## config.mk

```make
export PLATFORM = sky130hd
export DESIGN_NAME = arashi_wr_arb
export DESIGN_NICKNAME = d
export VERILOG_FILES = /design/src/rtl/arashi_pkg.sv /design/src/rtl/arashi_rr_arb.sv /design/src/rtl/arashi_wr_arb.sv
export SDC_FILE = /design/constraint.sdc
export NUM_CORES = 1
export LEC_CHECK = 0
export ABC_CLOCK_PERIOD_IN_PS = 4100
export CORE_UTILIZATION = 48
export CTS_CLUSTER_DIAMETER = 150
export DETAILED_ROUTE_END_ITERATION = 12
export GPL_ROUTABILITY_DRIVEN = 0
export PLACE_DENSITY = 0.79
export SLEW_MARGIN = 40
export SYNTH_ARGS = -nofsm -noshare
export SYNTH_HDL_FRONTEND = slang
export SYNTH_SLANG_ARGS = --single-unit
```

## constraint.sdc

```tcl
create_clock -name clk -period 4.1 [get_ports clk]
set_input_delay 1.025 -clock clk [delete_from_list [all_inputs] [get_ports clk]]
set_output_delay 1.025 -clock clk [all_outputs]
set_load 0.005 [all_outputs]
```

## src/rtl/arashi_pkg.sv

```systemverilog
// Shared helpers for the arashi write-side arbiter slice.
package arashi_pkg;

  // Index width for an N-entry selector; never narrower than one bit.
  function automatic int idx_w(input int n);
    return (n <= 1) ? 1 : $clog2(n);
  endfunction

endpackage

```

## src/rtl/arashi_rr_arb.sv

```systemverilog
// Round-robin arbiter: one-hot grant over req, searching upward from ptr with wrap.
module arashi_rr_arb
  import arashi_pkg::*;
#(
  parameter  int N  = 4,
  localparam int IW = idx_w(N)
) (
  input  logic          clk,
  input  logic          rst,
  input  logic [N-1:0]  req,
  output logic [N-1:0]  gnt,
  output logic [IW-1:0] gnt_idx
);

  logic [IW-1:0] ptr_p0;
  logic [IW-1:0] cand;
  logic          found;
  int            sum;

  always_comb begin
    gnt     = '0;
    gnt_idx = '0;
    found   = 1'b0;
    cand    = '0;
    sum     = 0;
    for (int i = 0; i < N; i++) begin
      sum = int'(ptr_p0) + i;
      if (sum >= N) sum = sum - N;
      cand = IW'(sum);
      if (!found && req[cand]) begin
        found        = 1'b1;
        gnt[cand]    = 1'b1;
        gnt_idx      = cand;
      end
    end
  end

  // Pointer stage: advance past the winner, hold when idle.
  always_ff @(posedge clk or posedge rst) begin
    if (rst) begin
      ptr_p0 <= '0;
    end else if (N > 1 && found) begin
      ptr_p0 <= (gnt_idx == IW'(N - 1)) ? '0 : gnt_idx + 1'b1;
    end
  end

endmodule

```

## src/rtl/arashi_wr_arb.sv

```systemverilog
// Per-thread write hold buffers, round-robin selection, and registered slot-0
// drive onto the arashi_mem write bus.
module arashi_wr_arb
  import arashi_pkg::*;
#(
  parameter int DATA_WIDTH = 32,
  parameter int MEM_WIDTH  = 10,
  parameter int THREAD_NUM = 4
) (
  input  logic                             clk,
  input  logic                             rst,
  input  logic [THREAD_NUM-1:0]            req_valid,
  output logic [THREAD_NUM-1:0]            req_ready,
  input  logic [MEM_WIDTH*THREAD_NUM-1:0]  req_addr,
  input  logic [DATA_WIDTH*THREAD_NUM-1:0] req_data,
  output logic [THREAD_NUM-1:0]            wr,
  output logic [MEM_WIDTH*THREAD_NUM-1:0]  waddr,
  output logic [DATA_WIDTH*THREAD_NUM-1:0] wdata,
  output logic [31:0]                      grant_cnt
);

  localparam int IW = idx_w(THREAD_NUM);

  typedef struct packed {
    logic [MEM_WIDTH-1:0]  addr;
    logic [DATA_WIDTH-1:0] data;
  } wr_req_t;

  logic [THREAD_NUM-1:0] hold_v_p0;
  logic [THREAD_NUM-1:0] gnt;
  logic [THREAD_NUM-1:0] xfer;
  logic [IW-1:0]         gnt_idx;
  wr_req_t               hold_p0 [THREAD_NUM];
  wr_req_t               sel;

  logic                  wr_p1;
  logic [MEM_WIDTH-1:0]  waddr_p1;
  logic [DATA_WIDTH-1:0] wdata_p1;
  logic [31:0]           cnt_p1;

  arashi_rr_arb #(.N(THREAD_NUM)) u_rr (
    .clk     (clk),
    .rst     (rst),
    .req     (hold_v_p0),
    .gnt     (gnt),
    .gnt_idx (gnt_idx)
  );

  // A granted entry frees itself this cycle, so a new request can refill it.
  assign req_ready = ~hold_v_p0 | gnt;
  assign xfer      = req_valid & req_ready;
  assign sel       = hold_p0[gnt_idx];

  // Hold stage: one buffered request per thread.
  always_ff @(posedge clk or posedge rst) begin
    if (rst) begin
      hold_v_p0 <= '0;
    end else begin
      hold_v_p0 <= xfer | (hold_v_p0 & ~gnt);
    end
  end

  always_ff @(posedge clk) begin
    for (int t = 0; t < THREAD_NUM; t++) begin
      if (xfer[t]) begin
        hold_p0[t] <= {req_addr[t*MEM_WIDTH +: MEM_WIDTH], req_data[t*DATA_WIDTH +: DATA_WIDTH]};
      end
    end
  end

  // Output stage: address/data hold their last value when idle; only wr drops.
  always_ff @(posedge clk or posedge rst) begin
    if (rst) begin
      wr_p1    <= 1'b0;
      waddr_p1 <= '0;
      wdata_p1 <= '0;
      cnt_p1   <= '0;
    end else begin
      wr_p1 <= |gnt;
      if (|gnt) begin
        waddr_p1 <= sel.addr;
        wdata_p1 <= sel.data;
        cnt_p1   <= cnt_p1 + 32'd1;
      end
    end
  end

  // The memory commits only slot 0; the other slots stay quiet.
  always_comb begin
    wr                     = '0;
    wr[0]                  = wr_p1;
    waddr                  = '0;
    waddr[MEM_WIDTH-1:0]   = waddr_p1;
    wdata                  = '0;
    wdata[DATA_WIDTH-1:0]  = wdata_p1;
  end

  assign grant_cnt = cnt_p1;

endmodule
```

==> results.md <==
* Asr flop ratio synth at 0.325
* GRT Util Overall at 0.209
* Cell taking the most area after synthesis: edfxtp_1
* Worst-margin pin slew at 0.709 ns
* Max-slew violations at 0
* Ports at 382
* CTS tree: done
* Synth top area cells: edfxtp_1 39%, mux2i_1 23%, dfrtp_1 16%, buf_4 8.2%, xor2_1 1.8%
* Antenna violations before repair at 2
* Via count at 8,188
* Post-synth EDFFs at 168
* Post-synthesis cell type count at 49
* Gr ovfl total at 0
* Setup CP Type: flip-flop to output port
* Area grow syn2layout at 26.0%
* Max-Cap Viols at 0
* Pwr dens at 872 nW/um^2
* Max incr delay on CP at 0.61 ns
* Fillers at 2,032
* Total Neg Setup Slack at 0 ns
* Register area share after synthesis at 0.547
* Clock Sinks at 249
* Max-slew headroom at 0.528
* FF+latch count, synth at 249
* Outcome: finished, violations left
* Clock Latency Late Sink at 0.55 ns
* H-tree depth at 1
* Initial cell density of the core at 0.492
* Layout net count at 1,414
* Worst path slowest cell: mux4_2
* CTS Hold Bufs at 0
* Lkg Pwr at 7.41 nW
* Max Clk Rate at 250 MHz
* DPL Wire Length at 19.9 mm
* CP Capture Type: output port
* Min-Delay Path Class: flip-flop to flip-flop
* Commonest register cell after synthesis: edfxtp_1
* Layout cells sized above 1 at 0.0821
* Setup WS post-layout at 0.103 ns
* First-pass GRT wire length at 44.8 mm
* CP Max Fanout at 6
* Chip height at 166 um
* # DRC at 29
* Arrival time at the worst endpoint at 2.97 ns
* Core Region at 26,300 um^2
* Minimum hold slack at 0.464 ns
* CTS root buffer: clkbuf_16
* Number of global-route vias before repair at 8,306
* Failing checks: design-rule violations
* Setup crit start kind: flip-flop
* Clock tree buffer depth at 3
* Largest net degree at the start of global routing at 73
* Clock slew at reported path FFs at 0.06 ns
* Port Buffers at 252
* Avg WL per Cell at 18.4 um
* Final min period at 4.00 ns
* RSZ-0062 raised after global routing: no
* Peak supply drop at 0.626 mV
* Total CTS buffers at 28
* Final setup violation count at 0
* Clock skew at 0.0244 ns
* Ys Warns at 0
* Drt via density at 5.14
* Commonest cells in the netlist: 296 x mux2i_1, 168 x edfxtp_1, 141 x buf_4, 81 x dfrtp_1, 60 x nand2_1
* Post-synthesis cell count at 979
* Row count at 59
* Final Cycle Share at 0.975
* Count leader, synth: mux2i_1
* Synth top area share at 0.390
* DIE WIDTH at 166 um
* Critical Path, Cell by Cell: clkinvlp_4 -> ha_4 -> mux4_2 -> a221o_1 -> o21ai_0 -> nand3_1 -> clkdlybuf4s15_1
* Router iterations before antenna repair at 11
* CP required at 3.07 ns
* Post-Place Worst Slack at -0.00947 ns
* Total die area at 27,600 um^2
* Average size of a mapped cell at 13.2 um^2
* Cell Area, Synth at 12,900 um^2
* Number of DRC markers in iteration 0 at 631
* DRT antenna net count at 0
* Final Hold Violating Endpoints at 0
* DRT Wirelength at 29.4 mm
layer usage:
| layer | up-vias | wire length [um] | track usage |
|---|---|---|---|
| met5 | - | 0 | 0 |
| met4 | 0 | 972 | 0.0813 |
| met3 | 64 | 1590 | 0.0300 |
| met2 | 345 | 15500 | 0.385 |
| met1 | 3963 | 11300 | 0.243 |
| li1 | 3816 | - | - |
stage by stage:
stage          area (um^2)  total power, mW  instances  utilization
2_1_floorplan        13400             9.75       1107            -
3_3_place_gp         15300             11.7       1531        0.584
3_5_place_dp         15400             11.9       1531        0.584
4_1_cts              16300             14.3       1587        0.619
5_1_grt              16300             15.1       1592        0.620
6_report             16300             14.2       1592        0.620
power by group:
group / total (mW) / internal, mW / switching [mW]
Sequential: 4.40 / 3.86 / 0.537
Combinational: 7.47 / 3.48 / 3.98
Clock: 2.35 / 1.36 / 0.991
final timing paths:
path                                       startpoint                        end  slack [ns]  cells past startpoint
min in group asynchronous                         rst   wdata_p1[10]$_DFFE_PP0P_        0.88                      2
max reg2reg                u_rr.ptr_p0[0]$_DFFE_PP0P_   wdata_p1[15]$_DFFE_PP0P_        0.76                     11
min                         grant_cnt[31]$_DFFE_PP0P_  grant_cnt[31]$_DFFE_PP0P_        0.46                      1
max in group asynchronous                         rst   wdata_p1[22]$_DFFE_PP0P_        2.55                      3
max                        u_rr.ptr_p0[0]$_DFFE_PP0P_               req_ready[3]        0.10                      7
min reg2reg                 grant_cnt[31]$_DFFE_PP0P_  grant_cnt[31]$_DFFE_PP0P_        0.46                      1
logic make-up after synthesis:
| family | after synthesis | share of synthesized area |
|---|---|---|
| xor gates and xnor gates | 33 | 0.0229 |
| other | 1 | 0.000290 |
| muxes | 302 | 0.236 |
| adders and majority gates | 7 | 0.00677 |
| and+or+nand+nor | 133 | 0.0588 |
| DFF | 249 | 0.547 |
| buffers and inverters | 193 | 0.101 |
| AOI/OAI and AO/OA | 61 | 0.0277 |
flip-flops by register name (all words and copies together) (netlist names):
name	flops
wdata_p1	32
wr_p1	1
waddr_p1	10
u_rr.ptr_p0	2
hold_p0	168
grant_cnt	32
hold_v_p0	4
critical path, delay by kind of cell (launching register included):
kind | cells | cell delay, ns
multiplexers | 1 | 0.61
AO/OA/AOI/OAI | 2 | 0.49
flip-flops | 1 | 0.44
buffers and inverters | 2 | 0.41
AND/OR/NAND/NOR | 1 | 0.16
adder cells (fa/ha/maj) | 1 | 0.32
layout by cell type (no fill, tap or decap), types with 5 or more instances in the layout:
cell type | Yosys | routed
buf_4 | 141 | 20
clkdlybuf4s50_1 | 0 | 248
xnor2_1 | 5 | 5
and3_1 | 7 | 7
buf_12 | 0 | 6
clkinv_1 | 0 | 7
nor4_2 | 7 | 7
nand2_1 | 60 | 60
xor2_1 | 27 | 27
ha_1 | 7 | 6
edfxtp_1 | 168 | 168
clkbuf_16 | 0 | 29
o21ai_1 | 32 | 33
conb_1 | 1 | 129
clkbuf_1 | 10 | 6
nand4_1 | 6 | 6
nand3_1 | 8 | 8
nor2_1 | 6 | 6
mux2i_1 | 296 | 296
inv_1 | 9 | 6
dfrtp_1 | 81 | 79
o21ai_0 | 18 | 16
nor4_1 | 5 | 5
nor3_1 | 9 | 9
area by class of cell:
| cell class | instances | area (um^2) | area share |
|---|---|---|---|
| diodes | 2 | 5.00 | 0.000307 |
| clock buffers | 39 | 803 | 0.0493 |
| clock inverters | 13 | 72.6 | 0.00445 |
| inverters | 10 | 46.3 | 0.00284 |
| multi-input cells | 665 | 5080 | 0.312 |
| flip-flops and latches | 249 | 7080 | 0.434 |
| well taps | 335 | 419 | 0.0257 |
| repair buffers | 279 | 2800 | 0.172 |
what timing repair did:
action,CTS,global route
setup buffers,4,3
gates resized for setup,12,2
setup endpoints to repair,4,4
pin swaps,2,3
endpoints found under the hold margin,0,0
(Power assumes the default switching activity.)
